`src/rtl/answer_judge.sv`:
```
// Quiz responder: debounces player switches, judges the chosen operator, keeps a BCD score.
// Optional build macro JUDGE_TIMEOUT_EN forces a skipped verdict after TIMEOUT_CYCLES in ARMED.
module answer_judge #(
  parameter int DEBOUNCE_CYCLES = 16,
  parameter int HOLD_CYCLES     = 8,
  parameter int TIMEOUT_CYCLES  = 1000
) (
  input  logic       clk,
  input  logic       reset,
  input  logic       q_valid,
  input  logic [1:0] q_op,
  output logic       q_ready,
  input  logic [4:0] switch,
  output logic       result_valid,
  output logic       result_correct,
  output logic       result_skipped,
  output logic [3:0] score_ones,
  output logic [3:0] score_tens,
  output logic [6:0] led_ones,
  output logic [6:0] led_tens
);

  localparam int DW = $clog2(DEBOUNCE_CYCLES + 1);
  localparam int HW = $clog2(HOLD_CYCLES + 1);

  typedef enum logic [2:0] {
    IDLE, WAIT_RELEASE, ARMED, JUDGE, HOLD
  } state_t;

  state_t state, state_nx;

  logic [4:0]    sync1, sync2, deb, deb_q;
  logic [DW-1:0] db_cnt [5];
  logic [4:0]    press;
  logic [1:0]    op_q;
  logic [4:0]    vec_q;
  logic [HW-1:0] hold_cnt;
  logic          tmo_hit;
  logic          hit;

  function automatic logic [6:0] seg7(input logic [3:0] d);
    case (d)
      4'd0:    seg7 = 7'b1111110;
      4'd1:    seg7 = 7'b0110000;
      4'd2:    seg7 = 7'b1101101;
      4'd3:    seg7 = 7'b1111001;
      4'd4:    seg7 = 7'b0110011;
      4'd5:    seg7 = 7'b1011011;
      4'd6:    seg7 = 7'b1011111;
      4'd7:    seg7 = 7'b1110000;
      4'd8:    seg7 = 7'b1111111;
      4'd9:    seg7 = 7'b1111011;
      default: seg7 = 7'b0000001;
    endcase
  endfunction

  always_ff @(posedge clk) begin
    if (!reset) begin
      sync1 <= '0;
      sync2 <= '0;
      deb   <= '0;
      deb_q <= '0;
      for (int i = 0; i < 5; i++) db_cnt[i] <= '0;
    end else begin
      sync1 <= switch;
      sync2 <= sync1;
      deb_q <= deb;
      for (int i = 0; i < 5; i++) begin
        if (sync2[i] == deb[i]) begin
          db_cnt[i] <= '0;
        end else if (db_cnt[i] == DW'(DEBOUNCE_CYCLES - 1)) begin
          deb[i]    <= sync2[i];
          db_cnt[i] <= '0;
        end else begin
          db_cnt[i] <= db_cnt[i] + 1'b1;
        end
      end
    end
  end

  assign press = deb & ~deb_q;

`ifdef JUDGE_TIMEOUT_EN
  localparam int TW = $clog2(TIMEOUT_CYCLES + 1);
  logic [TW-1:0] tmo_cnt;

  always_ff @(posedge clk) begin
    if (!reset) tmo_cnt <= '0;
    else if (state == ARMED) tmo_cnt <= tmo_cnt + 1'b1;
    else tmo_cnt <= '0;
  end

  assign tmo_hit = (state == ARMED) &&
                   (tmo_cnt == TW'(TIMEOUT_CYCLES - 1));
`else
  assign tmo_hit = 1'b0;
`endif

  always_ff @(posedge clk) begin
    if (!reset) state <= IDLE;
    else state <= state_nx;
  end

  always_comb begin
    state_nx = state;
    case (state)
      IDLE:         if (q_valid) state_nx = WAIT_RELEASE;
      WAIT_RELEASE: if (deb == 5'b0) state_nx = ARMED;
      ARMED:        if ((|press) || tmo_hit) state_nx = JUDGE;
      JUDGE:        state_nx = HOLD;
      HOLD:
        if (hold_cnt == HW'(HOLD_CYCLES - 1)) state_nx = IDLE;
      default:      state_nx = IDLE;
    endcase
  end

  always_comb begin
    q_ready = (state == IDLE);
  end

  // A real press wins over a timeout expiring in the same cycle.
  always_ff @(posedge clk) begin
    if (!reset) begin
      op_q     <= '0;
      vec_q    <= '0;
      hold_cnt <= '0;
    end else begin
      if (state == IDLE && q_valid) op_q <= q_op;
      if (state == ARMED) begin
        if (|press) vec_q <= deb;
        else if (tmo_hit) vec_q <= 5'b10000;
      end
      if (state == HOLD) hold_cnt <= hold_cnt + 1'b1;
      else hold_cnt <= '0;
    end
  end

  assign hit = !vec_q[4] && (vec_q[3:0] == (4'b0001 << op_q));

  always_ff @(posedge clk) begin
    if (!reset) begin
      result_valid   <= 1'b0;
      result_correct <= 1'b0;
      result_skipped <= 1'b0;
      score_ones     <= '0;
      score_tens     <= '0;
    end else if (state == JUDGE) begin
      result_valid   <= 1'b1;
      result_correct <= hit;
      result_skipped <= vec_q[4];
      if (hit && !(score_tens == 4'd9 && score_ones == 4'd9)) begin
        if (score_ones == 4'd9) begin
          score_ones <= '0;
          score_tens <= score_tens + 1'b1;
        end else begin
          score_ones <= score_ones + 1'b1;
        end
      end
    end else begin
      result_valid <= 1'b0;
    end
  end

  always_ff @(posedge clk) begin
    if (!reset) begin
      led_ones <= 7'b1111110;
      led_tens <= 7'b1111110;
    end else begin
      led_ones <= seg7(score_ones);
      led_tens <= seg7(score_tens);
    end
  end

endmodule

```
`config.mk`:
```
export PLATFORM = sky130hd
export DESIGN_NAME = answer_judge
export DESIGN_NICKNAME = d
export VERILOG_FILES = /design/src/rtl/answer_judge.sv
export SDC_FILE = /design/constraint.sdc
export NUM_CORES = 1
export LEC_CHECK = 0
export ABC_AREA = 1
export CAP_MARGIN = 5
export CELL_PAD_IN_SITES_DETAIL_PLACEMENT = 1
export CELL_PAD_IN_SITES_GLOBAL_PLACEMENT = 2
export CORE_MARGIN = 1
export CORE_UTILIZATION = 34
export DETAILED_ROUTE_END_ITERATION = 10
export GPL_TIMING_DRIVEN = 0
export PLACE_DENSITY_LB_ADDON = 0.1
export SLEW_MARGIN = 0
export SYNTH_ARGS = -nofsm -noshare
export SYNTH_HDL_FRONTEND = slang
export SYNTH_SLANG_ARGS = --single-unit
```
`constraint.sdc`:
```
create_clock -name clk -period 2.1 [get_ports clk]
set_clock_uncertainty 0.15 [all_clocks]
set_input_delay 0.525 -clock clk [delete_from_list [all_inputs] [get_ports clk]]
set_output_delay 0.525 -clock clk [all_outputs]
set_load 0.01 [all_outputs]
```
==> results.md <==
* Die Y at 109 um
* # setup viols final at 0
* First-pass GRT wire length at 14,500 um
* Register area share after synthesis at 50.0%
* Max Root-Sink Buffers at 2
* DRT Wirelength at 8460 um
* CTS sink cnt at 84
* Synth warnings at 0
* Clock transition at path regs at 0.06 ns
* Hold Path Stages at 2
* Gr ovfl total at 0
* Max-cap viol count at 0
* Layout cells sized above 1 at 9.07%
* Per-cell routed wire length at 12.4 um
* Port buffer count at 35
* Area of the die at 11,800 um2
* Slowest stage delay, CP at 0.58 ns
* Area growth from synthesis to layout at 24.9%
* Latest clock arrival within the worst-skew pair at 0.34 ns
* Startpoint types: register
* WS Path Type: register to primary output
* Slew headroom at 54.5%
* Worst flop-to-flop path startpoint: db_cnt[1][0]$_SDFFCE_PN0P_
* Post-synth top area share at 30.5%
* Sw frac at 25.1%
* Detailed-router iteration count before antenna repair at 4
* Die Width at 109 um
* Fin nets at 571
* Hold path start: sync1[0]$_SDFF_PN0_
* Syn Std Cell Area at 3870 um2
* Slew @ Worst Pin at 0.682 ns
* Tot GR Track Use at 15.8%
* RSZ-0062 raised after global routing: no
* Post-synth cell types at 33
* Static Leak at 2.20 nW
* Io pins at 36
* Synthesized flop and latch total at 84
* Outcome: finished, final reports clean
* Syn Area/Cell at 8.37 um2
* Max-slew violation count at 0
* Most common cell after layout, fill and taps aside: nand2_1
* Reg power frac at 47.5%
* Starting DRT DRC Count at 115
* Initial antenna violation count at 0
* Hold Path Class: register to register
* Vias in the first global route at 3,235
* Largest net degree at the start of global routing at 16
* Critical path peak fanout at 8
* Critical Path RT at 1.42 ns
* Placement Cell Area at 4480 um2
* CP Buf/Inv Count at 1
* N_diodes at 0
* Final period demand of the worst path at 2.03 ns
* Tcrit/Tclk final at 96.5%
* R2R setup slack at 0.15 ns
* Final hold vios at 0
* Total CTS buffers at 9
* Worst reg2reg path depth at 8
* Synth area leaders: dfxtp_1 (31%), edfxtp_1 (19%), ha_1 (8.4%)
* Family with the most delay on the worst path: buffers and inverters
* Site Rows at 38
* Fmax at 493 MHz
* DRC at 0
* Hold EP: sync2[0]$_SDFF_PN0_
* H-tree levels at 3
* R2R Path End: db_cnt[1][3]$_SDFFCE_PN0P_
* Pint at 2.79 mW
* CP Launch Point: score_ones[2]$_SDFFE_PN0P_
* Commonest cells after routing, fill and taps aside: nand2_1 (83), inv_1 (81), nor2_1 (53), dfxtp_1 (51), clkdlybuf4s50_1 (34)
* Worst path slowest cell: clkdlybuf4s50_1
* Area leader, netlist: dfxtp_1
* Via/cell ratio at 4.57
* Cells after Synth at 462
* TritonCTS clock tree: done
* Post-DP HPWL at 6150 um
* CP cell instances: clkdlybuf4s50_1
* Starting density of the core at 35.2%
* Setup tns final at 0 ns
* Critical Path AT at 1.35 ns
* Clock Root Buffer: clkbuf_16
* Worst vdd ir at 393 uV
* CP Capture Type: primary output
* Combinational share of power at 9.3%
* Pwr/cell area at 771 nW/um2
* Core area at 11,000 um2
* Clock network fraction of total power at 43.2%
* Psw at 0.934 mW
* Remaining antenna violation count at 0
* Final Cell Area at 4830 um2
* GPL Wtd Cong at 0.744
* Via count at 3,107
-- cell type report --
| cell class | instances | area (um2) |
|---|---|---|
| clock inverter | 7 | 73.8 |
| inverter | 87 | 329 |
| buffer | 6 | 32.5 |
| timing repair buffer | 38 | 372 |
| sequential | 84 | 1940 |
| clock buffer | 9 | 225 |
| fill | 1330 | 6150 |
| multi-input combinational | 309 | 1680 |
| tap | 140 | 175 |
-- routing by layer --
metal,track usage (%),routed length [um],vias to the layer above
met5,0,0,-
met4,4.34,77,0
met3,3.95,264,9
met2,29.1,4310,34
met1,17.9,3800,1462
li1,-,-,1602
-- power by group through the flow --
| stage | logic [mW] | registers [mW] | clock network, mW |
|---|---|---|---|
| 5_1_grt | 0.399 | 1.78 | 1.74 |
| 3_3_place_gp | 0.339 | 1.80 | 0 |
| 2_1_floorplan | 0.228 | 1.80 | 0 |
| 6_report | 0.344 | 1.77 | 1.61 |
| 3_5_place_dp | 0.344 | 1.81 | 0 |
| 4_1_cts | 0.349 | 1.77 | 1.67 |
-- metrics by stage --
stage | power (mW) | hold slack (ns) | util, % | cells | worst slack (ns)
floorplan | 2.03 | 0.240 | - | 486 | 0.263
global placement | 2.14 | 0.256 | 40.8 | 661 | -0.285
detailed placement | 2.15 | 0.250 | 40.8 | 661 | -0.257
CTS | 3.79 | 0.267 | 43.6 | 678 | 0.00107
global route | 3.92 | 0.289 | 44.0 | 680 | 0.000535
finish | 3.72 | 0.261 | 44.0 | 680 | 0.0731
-- cells by family (layout without fill, tap and decap cells) --
family / count (synthesis) / after routing / share of synthesized area, %
flip-flops: 84 / 84 / 50.0
AO/OA/AOI/OAI: 73 / 73 / 10.4
buffers and inverters: 93 / 147 / 9.32
adder cells (fa/ha/maj): 26 / 26 / 8.41
AND/OR/NAND/NOR: 185 / 185 / 21.8
other: 1 / 25 / 0.0970
-- how the worst max path moves through the flow --
| stage | endpoint | cells after the start |
|---|---|---|
| after global placement | led_ones[2]$_SDFF_PN1_ | 4 |
| after global routing | db_cnt[0][3]$_SDFFCE_PN0P_ | 8 |
| after detailed placement | led_ones[2]$_SDFF_PN1_ | 4 |
| after CTS | score_ones[0] | 1 |
| final | score_ones[2] | 1 |
| after floorplan | db_cnt[3][3]$_SDFFCE_PN0P_ | 8 |
-- synth_stat cells, drive strengths merged --
cell type / instances
a211oi: 1
a21oi: 27
a31oi: 2
buf: 5
clkbuf: 1
conb: 1
dfxtp: 59
edfxtp: 25
ha: 26
inv: 87
nand2: 84
nand3: 20
nand4: 16
nor2: 57
nor3: 1
nor3b: 5
o2111ai: 1
o211ai: 4
o21ai: 32
o21bai: 6
or2: 2
-- registers in the layout (all words and copies together), names as in the netlist, 2 cells and up --
name        cells
state           3
deb             5
deb_q           5
db_cnt         25
op_q            2
score_tens      4
led_tens        7
vec_q           5
hold_cnt        4
score_ones      4
led_ones        7
sync1           5
sync2           5
-- timing repair --
item | CTS | global route
endpoints found under the setup margin | 4 | 10
resized for setup | 5 | 10
endpoints found under the hold margin | 0 | 0
hold buffers | 0 | 0
pin swaps | 1 | 0
buffers inserted | 1 | 2
gates cloned | 0 | 0
(Power assumes the default switching activity.)
